`src/rtl/mem_arbiter.sv`:
```
// Serializes datapath instruction fetches and data loads/stores onto one
// single-port RAM, with retry on RAM error/timeout and forced completion.
module mem_arbiter #(
  parameter int          TIMEOUT   = 64,
  parameter int          MAX_RETRY = 3,
  parameter logic [31:0] ERR_WORD  = 32'hBAD1BAD1
) (
  input  logic        CLK,
  input  logic        nRST,
  input  logic        iREN,
  input  logic [31:0] iaddr,
  output logic        ihit,
  output logic [31:0] iload,
  input  logic        dREN,
  input  logic        dWEN,
  input  logic [31:0] daddr,
  input  logic [31:0] dstore,
  output logic        dhit,
  output logic [31:0] dload,
  output logic        ramREN,
  output logic        ramWEN,
  output logic [31:0] ramaddr,
  output logic [31:0] ramstore,
  input  logic [31:0] ramload,
  input  logic [1:0]  ramstate,
  output logic        memerr,
  output logic [2:0]  o_dbg_state
);

  // Handshake: a requester holds iREN or dREN/dWEN high until it sees a
  // one-cycle ihit/dhit; the hit is the only acknowledge, there is no ready.
  localparam int WW = $clog2(TIMEOUT + 1);
  localparam int RW = $clog2(MAX_RETRY + 1);
  localparam logic [1:0] RAM_ACCESS = 2'd2;
  localparam logic [1:0] RAM_ERROR  = 2'd3;

  typedef enum logic [2:0] {
    S_IDLE = 3'd0,
    S_DACC = 3'd1,
    S_IACC = 3'd2,
    S_HIT  = 3'd3,
    S_COOL = 3'd4
  } state_t;

  state_t          r_state, w_state_nx;
  logic            r_op_wr, w_op_wr_nx;
  logic            r_drop, w_drop_nx;
  logic [WW-1:0]   r_wait, w_wait_nx, w_wait_inc;
  logic [RW-1:0]   r_retry, w_retry_nx, w_retry_inc;
  logic            r_ihit, w_ihit_nx;
  logic            r_dhit, w_dhit_nx;
  logic            r_ramren, w_ramren_nx;
  logic            r_ramwen, w_ramwen_nx;
  logic [31:0]     r_ramaddr, w_ramaddr_nx;
  logic [31:0]     r_ramstore, w_ramstore_nx;
  logic [31:0]     r_iload, w_iload_nx;
  logic [31:0]     r_dload, w_dload_nx;
  logic            r_memerr, w_memerr_nx;

  logic w_data_req, w_in_acc, w_live, w_access, w_fail, w_give_up;

  assign w_data_req  = dREN | dWEN;
  assign w_in_acc    = (r_state == S_DACC) || (r_state == S_IACC);
  // r_drop marks the single enable-low cycle between failed and next attempt.
  assign w_live      = w_in_acc && !r_drop;
  assign w_access    = w_live && (ramstate == RAM_ACCESS);
  assign w_fail      = w_live && !w_access &&
                       ((ramstate == RAM_ERROR) || (r_wait == WW'(TIMEOUT - 1)));
  assign w_retry_inc = r_retry + 1'b1;
  assign w_give_up   = w_fail && (w_retry_inc == RW'(MAX_RETRY));
  assign w_wait_inc  = (r_wait == {WW{1'b1}}) ? r_wait : r_wait + 1'b1;

  always_ff @(posedge CLK or negedge nRST) begin
    if (!nRST) r_state <= S_IDLE;
    else       r_state <= w_state_nx;
  end

  always_comb begin
    w_state_nx = r_state;
    case (r_state)
      S_IDLE: begin
        if (w_data_req)  w_state_nx = S_DACC;
        else if (iREN)   w_state_nx = S_IACC;
      end
      S_DACC, S_IACC: begin
        if (w_access || w_give_up) w_state_nx = S_HIT;
      end
      S_HIT:   w_state_nx = S_COOL;
      S_COOL:  w_state_nx = S_IDLE;
      default: w_state_nx = S_IDLE;
    endcase
  end

  always_comb begin
    w_ihit_nx     = 1'b0;
    w_dhit_nx     = 1'b0;
    w_ramren_nx   = r_ramren;
    w_ramwen_nx   = r_ramwen;
    w_ramaddr_nx  = r_ramaddr;
    w_ramstore_nx = r_ramstore;
    w_iload_nx    = r_iload;
    w_dload_nx    = r_dload;
    w_memerr_nx   = r_memerr;
    w_op_wr_nx    = r_op_wr;
    w_drop_nx     = r_drop;
    w_wait_nx     = r_wait;
    w_retry_nx    = r_retry;
    case (r_state)
      S_IDLE: begin
        if (w_data_req) begin
          // A simultaneous dREN and dWEN is treated as a store.
          w_op_wr_nx    = dWEN;
          w_ramaddr_nx  = daddr;
          w_ramstore_nx = dstore;
          w_ramwen_nx   = dWEN;
          w_ramren_nx   = ~dWEN;
        end else if (iREN) begin
          w_op_wr_nx   = 1'b0;
          w_ramaddr_nx = iaddr;
          w_ramren_nx  = 1'b1;
          w_ramwen_nx  = 1'b0;
        end
      end
      S_DACC, S_IACC: begin
        if (r_drop) begin
          w_drop_nx   = 1'b0;
          w_ramren_nx = ~r_op_wr;
          w_ramwen_nx = r_op_wr;
        end else if (w_access || w_give_up) begin
          w_ramren_nx = 1'b0;
          w_ramwen_nx = 1'b0;
          if (r_state == S_IACC) begin
            w_ihit_nx  = 1'b1;
            w_iload_nx = w_access ? ramload : ERR_WORD;
          end else begin
            w_dhit_nx = 1'b1;
            if (!r_op_wr) w_dload_nx = w_access ? ramload : ERR_WORD;
          end
          if (w_give_up) w_memerr_nx = 1'b1;
        end else if (w_fail) begin
          w_retry_nx  = w_retry_inc;
          w_wait_nx   = '0;
          w_drop_nx   = 1'b1;
          w_ramren_nx = 1'b0;
          w_ramwen_nx = 1'b0;
        end else begin
          w_wait_nx = w_wait_inc;
        end
      end
      S_HIT: begin
        w_wait_nx  = '0;
        w_retry_nx = '0;
      end
      default: ;
    endcase
  end

  always_ff @(posedge CLK or negedge nRST) begin
    if (!nRST) begin
      r_ihit     <= 1'b0;
      r_dhit     <= 1'b0;
      r_ramren   <= 1'b0;
      r_ramwen   <= 1'b0;
      r_ramaddr  <= '0;
      r_ramstore <= '0;
      r_iload    <= '0;
      r_dload    <= '0;
      r_memerr   <= 1'b0;
      r_op_wr    <= 1'b0;
      r_drop     <= 1'b0;
      r_wait     <= '0;
      r_retry    <= '0;
    end else begin
      r_ihit     <= w_ihit_nx;
      r_dhit     <= w_dhit_nx;
      r_ramren   <= w_ramren_nx;
      r_ramwen   <= w_ramwen_nx;
      r_ramaddr  <= w_ramaddr_nx;
      r_ramstore <= w_ramstore_nx;
      r_iload    <= w_iload_nx;
      r_dload    <= w_dload_nx;
      r_memerr   <= w_memerr_nx;
      r_op_wr    <= w_op_wr_nx;
      r_drop     <= w_drop_nx;
      r_wait     <= w_wait_nx;
      r_retry    <= w_retry_nx;
    end
  end

  assign ihit        = r_ihit;
  assign dhit        = r_dhit;
  assign iload       = r_iload;
  assign dload       = r_dload;
  assign ramREN      = r_ramren;
  assign ramWEN      = r_ramwen;
  assign ramaddr     = r_ramaddr;
  assign ramstore    = r_ramstore;
  assign memerr      = r_memerr;
  assign o_dbg_state = r_state;

endmodule

```
`config.mk`:
```
export PLATFORM = sky130hd
export DESIGN_NAME = mem_arbiter
export DESIGN_NICKNAME = d
export VERILOG_FILES = /design/src/rtl/mem_arbiter.sv
export SDC_FILE = /design/constraint.sdc
export NUM_CORES = 1
export LEC_CHECK = 0
export BUFFER_PORTS_ARGS = -buffer_cell sky130_fd_sc_hd__buf_2
export CORE_MARGIN = 3
export CORE_UTILIZATION = 48
export CTS_BUF_LIST = sky130_fd_sc_hd__clkbuf_16
export DETAILED_ROUTE_END_ITERATION = 16
export PLACE_DENSITY_LB_ADDON = 0.05
export SYNTH_ARGS = -nofsm -noshare
export SYNTH_HDL_FRONTEND = slang
export SYNTH_SLANG_ARGS = --single-unit
```
`constraint.sdc`:
```
create_clock -name CLK -period 2.8 [get_ports CLK]
set_clock_uncertainty 0.1 [all_clocks]
set_input_delay 0.28 -clock CLK [delete_from_list [all_inputs] [get_ports CLK]]
set_output_delay 0.28 -clock CLK [all_outputs]
set_load 0.01 [all_outputs]
```
# Yosys cells after proc, flatten, opt, wreduce, memory -nomap -nowiden

Index checks and enable logic that the tools add are counted.

Output and inout bits: 136
Word-level logic and storage cells: 97
Input port bits: 135
Register bits after elaboration: 147

Muxes and demuxes: 37
Eq/ne operators: 15
Reduce and logical (&&, ||, !) cells: 24
Add/sub/neg operators: 2
Bitwise gates (word level): 5

Operators with widths:

| cell                | count |
|---|---|
| $mux 32             | 3 |
| $mux 7              | 4 |
| $mux 1              | 19 |
| $reduce_and 4->1    | 4 |
| $pmux 7 s2          | 1 |
| $mux 3              | 3 |
| $pmux 3 s3          | 1 |
| $ne 2x2->1 const B  | 4 |
| $add 7x1->7 const B | 1 |
| $eq 7x6->1 const B  | 1 |
| $eq 7x7->1 const B  | 1 |
| $eq 2x2->1 const B  | 3 |
| $eq 3x2->1 const B  | 2 |
| $mux 2              | 3 |
| $ne 3x3->1 const B  | 2 |
| $reduce_and 2->1    | 3 |
| $reduce_bool 2->1   | 3 |
| $logic_and 1x1->1   | 5 |
| $reduce_and 5->1    | 1 |
| $ne 4x4->1 const B  | 1 |
| $not 1->1           | 4 |
| $pmux 1 s2          | 2 |
| $pmux 2 s2          | 1 |
| $eq 3x1->1 const B  | 1 |
| other kinds (7)     | 10 |

# Logic depth before layout (Yosys ltp)

Word-level depth: 12
Gate-level depth with buffers: 8
Gate-level depth less buffers: 7

# Worst setup path after synthesis

Ideal clock, no wire load.

Kind: register -> register
Start: reg r_wait[0]
End: reg r_dload[22] (netlist: dload[22])
Arrival time: 1745 ps
Period minus slack after synthesis: 1970 ps
Slack: 830 ps
Stages on the path, launching flop included: 7
Buffers on the path: 1
Path through: dfrtp_1 -> ha_1 -> and4_1 -> a22o_1 -> nand3_2 -> buf_2 -> mux2_2

Longest elaborated chain between the ends: 6

RTL lines:

| item                              | line | RTL |
|---|---|---|
| start: declaration                | 48   | `logic [WW-1:0] r_wait, w_wait_nx, w_wait_inc;` |
| start signal: assignment          | 185  | `r_wait <= w_wait_nx;` |
| $eq 7x6->1                        | 68   | `((ramstate == RAM_ERROR) \|\| (r_wait == WW'(TIMEOUT - 1)));` |
| $logic_or 1x1->1                  | 68   |  |
| $logic_and 1x1->1                 | 67   | `assign w_fail = w_live && !w_access &&` |
| $logic_and 1x1->1                 | 70   | `assign w_give_up = w_fail && (w_retry_inc == RW'(MAX_RETRY));` |
| $logic_or 1x1->1                  | 129  | `end else if (w_access \|\| w_give_up) begin` |
| $reduce_and 5->1 (no source line) | -    |  |
| end signal: assignment            | 181  | `r_dload <= w_dload_nx;` |
| end: declaration                  | 57   | `logic [31:0] r_dload, w_dload_nx;` |

No other way between the ends.
A chain may end at the register's enable or synchronous reset.

# Worst setup path after layout

Start: reg r_wait[1]
End: reg r_dload[24] (netlist: dload[24])

Same word-level chain as after synthesis.

==> flow_summary_export.csv <==
group,metric,value,unit
route,route.vias.total,5060,
global_route,grt_max_degree,68,
worst_hold_path,hp-start,"ramload[29]",
layout,fin_cells,1010,
synth,syn_avg_cell_area,12.4,um2
sta,maxSlewViolCount,0,
worst_hold_path,whs_endpoint,"iload[29]$_DFFE_PN0P_",
run,cap_violations,0,
global_route,grt_usage,21.9,%
synth,synth_edf_count,0,
critical_path,start_kind,"flip-flop",
route,drcViolationCount,0,
floorplan,start_util,49.3,%
route,viasPerCell,5.01,
sta,clock.fmax,0.421,GHz
power_and_ir_drop,total_power,9260,uW
sta,hold_slack,11.8,ps
layout,mostFrequentLayoutCell,"buf_2",
critical_path,reg2reg_depth,6,
sta,final_hold_viol_count,0,
synth,synthArstFlopShare,100,%
run_status,status,"completed",
layout,area_delta_synth_final,40.3,%
critical_path,crit_start,"r_wait[1]$_DFFE_PN0P_",
synth,syn_nets,642,
placement,port_buffers,270,
sta,tightest_slew,627,ps
global_route,met2_usage,37.3,%
global_route,grt_first_pass_wirelength,25.3,mm
placement,globalplace.congestion,0.851,
clock_tree,cts_root_buf,"clkbuf_16",
sta,fin_crit_sh,84.8,%
synth,yosysSeqAreaShare,58.6,%
critical_path,r2r_slack,430,ps
critical_path,max_stage_delay,450,ps
worst_hold_path,hold_class,"input pin to flip-flop",
route,first_pass_iters,4,
floorplan,ios,271,
clock_tree,cts.clk_slew.worst_paths,60,ps
sta,slew_headroom,57.9,%
route,initialDrtViolationCount,238,
floorplan,core.rowCount,41,
route,drt_wl_total,15.9,mm
clock_tree,clkSinkCount,147,
synth,syn_inst,505,
power_and_ir_drop,power_density,1050,nW/um2
clock_tree,clock_latency,400,ps
critical_path,timing.rr.end,"dload[24]$_DFFE_PN0P_",
synth,synth-compound-area-share,10.7,%
power_and_ir_drop,total_leakage_power,0.00429,uW
placement,dpl.cell_count,931,
placement,dp_hpwl,11.4,mm
synth,synth_top_family_by_area,"multiplexers",
clock_tree,cts_max_level,4,
synth,muxShareOfSynthArea,17.2,%
layout,final_core_util,69.2,%
global_route,grt_pass1_vias,5229,
clock_tree,numCtsBuffers,17,
synth,synth-simple-area-share,8.79,%
critical_path,cp_max_fo,20,
clock_tree,cts_buffer_depth,2,
global_route,gr-usage-met3,6.88,%
synth,synth_flop_cell,"dfrtp_1",
synth,netlist_area,6270,um2
layout,layout.nets,962,
critical_path,cp_slowest_cell,"nand3_2",
floorplan,die_h,120,um
route,wire_per_inst,15.7,um
global_route,grt_antenna_before_repair,0,
synth,synth-xor-area-share,0.259,%
synth,synth_cell_types,48,
sta,rsz0062_at_grt,"no",
critical_path,critical_path_required,2980,ps
sta,fin_tns_setup,0,ps
layout,mostFrequentLayoutCells,"buf_2 (269), dfrtp_1 (147), mux2_2 (52)",
synth,ys_warn_count,0,
sta,setup_violations,0,
layout,num_antenna_cells,0,
floorplan,die_w,120,um
critical_path,r2r-start,"r_wait[1]$_DFFE_PN0P_",
synth,yosys_register_bits,147,
route,ant_nets,0,
global_route,overflow,0,
sta,fin_crit,2370,ps
clock_tree,postCtsSetupRepairBufs,0,
critical_path,worstPathCellList,"ha_1 -> and4_1 -> a22o_1 -> nand3_2 -> buf_4 -> mux2i_1",
synth,synthAdderAreaFrac,0.399,%
global_route,grt_util_met1,26.5,%
critical_path,crit_type,"flip-flop to flip-flop",
critical_path,arrival,2550,ps
layout,drive_above_1_share,44.7,%
floorplan,dieArea,14500,um2
clock_tree,cts_tree,"done",
global_route,gr-max-usage-layer,"met2",
critical_path,endpoint_kind,"flip-flop",
power_and_ir_drop,vdd_drop_max,0.436,mV
floorplan,coreArea,12700,um2
worst_hold_path,holdPathStages,2,
-- worst max-delay path, delay by kind of cell (launching register included) --
family | cells | cell delay, ps
AND/OR/NAND/NOR | 2 | 750
buffers and inverters | 1 | 400
flip-flops | 1 | 380
AO/OA/AOI/OAI | 1 | 260
adder cells (fa/ha/maj) | 1 | 210
multiplexers | 1 | 150
-- flip-flops by register name (all words and copies together) (netlist names) --
signal	cells
r_wait	7
ramaddr	32
dload	32
ramREN	1
dhit	1
o_dbg_state	3
ihit	1
iload	32
r_retry	2
ramWEN	1
ramstore	32
r_op_wr	1
memerr	1
r_drop	1
-- routing by layer --
metal / share of wire [%] / up-vias
met2: 51 / 201
met4: 1.0 / 0
met3: 7.9 / 11
met1: 40 / 2432
met5: 0 / -
li1: - / 2416
-- through the flow --
| step | setup slack, ps | instance area (um2) |
|---|---|---|
| floorplan | 830 | 6270 |
| global placement | 533 | 7790 |
| detailed placement | 419 | 7790 |
| CTS | 387 | 8790 |
| global route | 232 | 8800 |
| finish | 426 | 8800 |
-- how the worst max path moves through the flow --
stage	end	slack, ps
final	dload[24]$_DFFE_PN0P_	430
after global routing	dload[10]$_DFFE_PN0P_	230
after CTS	dload[24]$_DFFE_PN0P_	390
after detailed placement	dload[17]$_DFFE_PN0P_	420
after global placement	dload[24]$_DFFE_PN0P_	530
after floorplan	dload[22]$_DFFE_PN0P_	830
-- cell families (layout without fill, tap and decap cells) --
group,after synthesis,after routing
AOI/OAI and AO/OA,95,95
xor gates and xnor gates,1,1
adders and majority gates,2,2
buffers and inverters,49,382
DFF,147,147
muxes,101,101
and+or+nand+nor,110,110
-- cell usage after synthesis (2+ instances only) --
master | n | area (um2)
nor3_1 | 3 | 15.0
and3b_1 | 2 | 17.5
clkbuf_1 | 3 | 11.3
a31oi_1 | 4 | 25.0
buf_6 | 5 | 56.3
o22a_1 | 18 | 158
a21boi_0 | 2 | 15.0
nand2b_1 | 21 | 131
a211o_1 | 3 | 26.3
nand3_1 | 4 | 20.0
dfrtp_1 | 147 | 3680
mux2_1 | 2 | 22.5
mux2_2 | 52 | 586
nand2_1 | 23 | 86.3
a21oi_1 | 34 | 170
buf_1 | 5 | 18.8
mux2i_1 | 47 | 470
a221oi_1 | 2 | 17.5
a21o_1 | 3 | 22.5
buf_4 | 3 | 22.5
nor2_1 | 43 | 161
a211oi_1 | 3 | 22.5
ha_1 | 2 | 25.0
buf_2 | 13 | 65.1
nor3b_1 | 3 | 22.5
inv_1 | 18 | 67.6
a22o_1 | 17 | 149
o21ai_0 | 3 | 15.0
-- what timing repair did --
item,CTS,global route
hold buffers,46,1
resized for setup,0,0
endpoints found under the hold margin,109,1
-- report_power, final --
part           leakage, uW  internal, uW  switching, uW
clock network     0.000261          1210            848
logic              0.00230          1760           1890
registers          0.00173          3030            528
-- cell type report --
cell class                      count  area, um2
Clock buffer                       17        425
Clock inverter                     15        119
Fill cell                         998       3920
Inverter                           19       71.3
Multi-Input combinational cell    309       2360
Sequential cell                   147       3680
Tap cell                          172        215
Timing Repair Buffer              331       1930
Note: power is estimated with default switching activity, not from simulation.
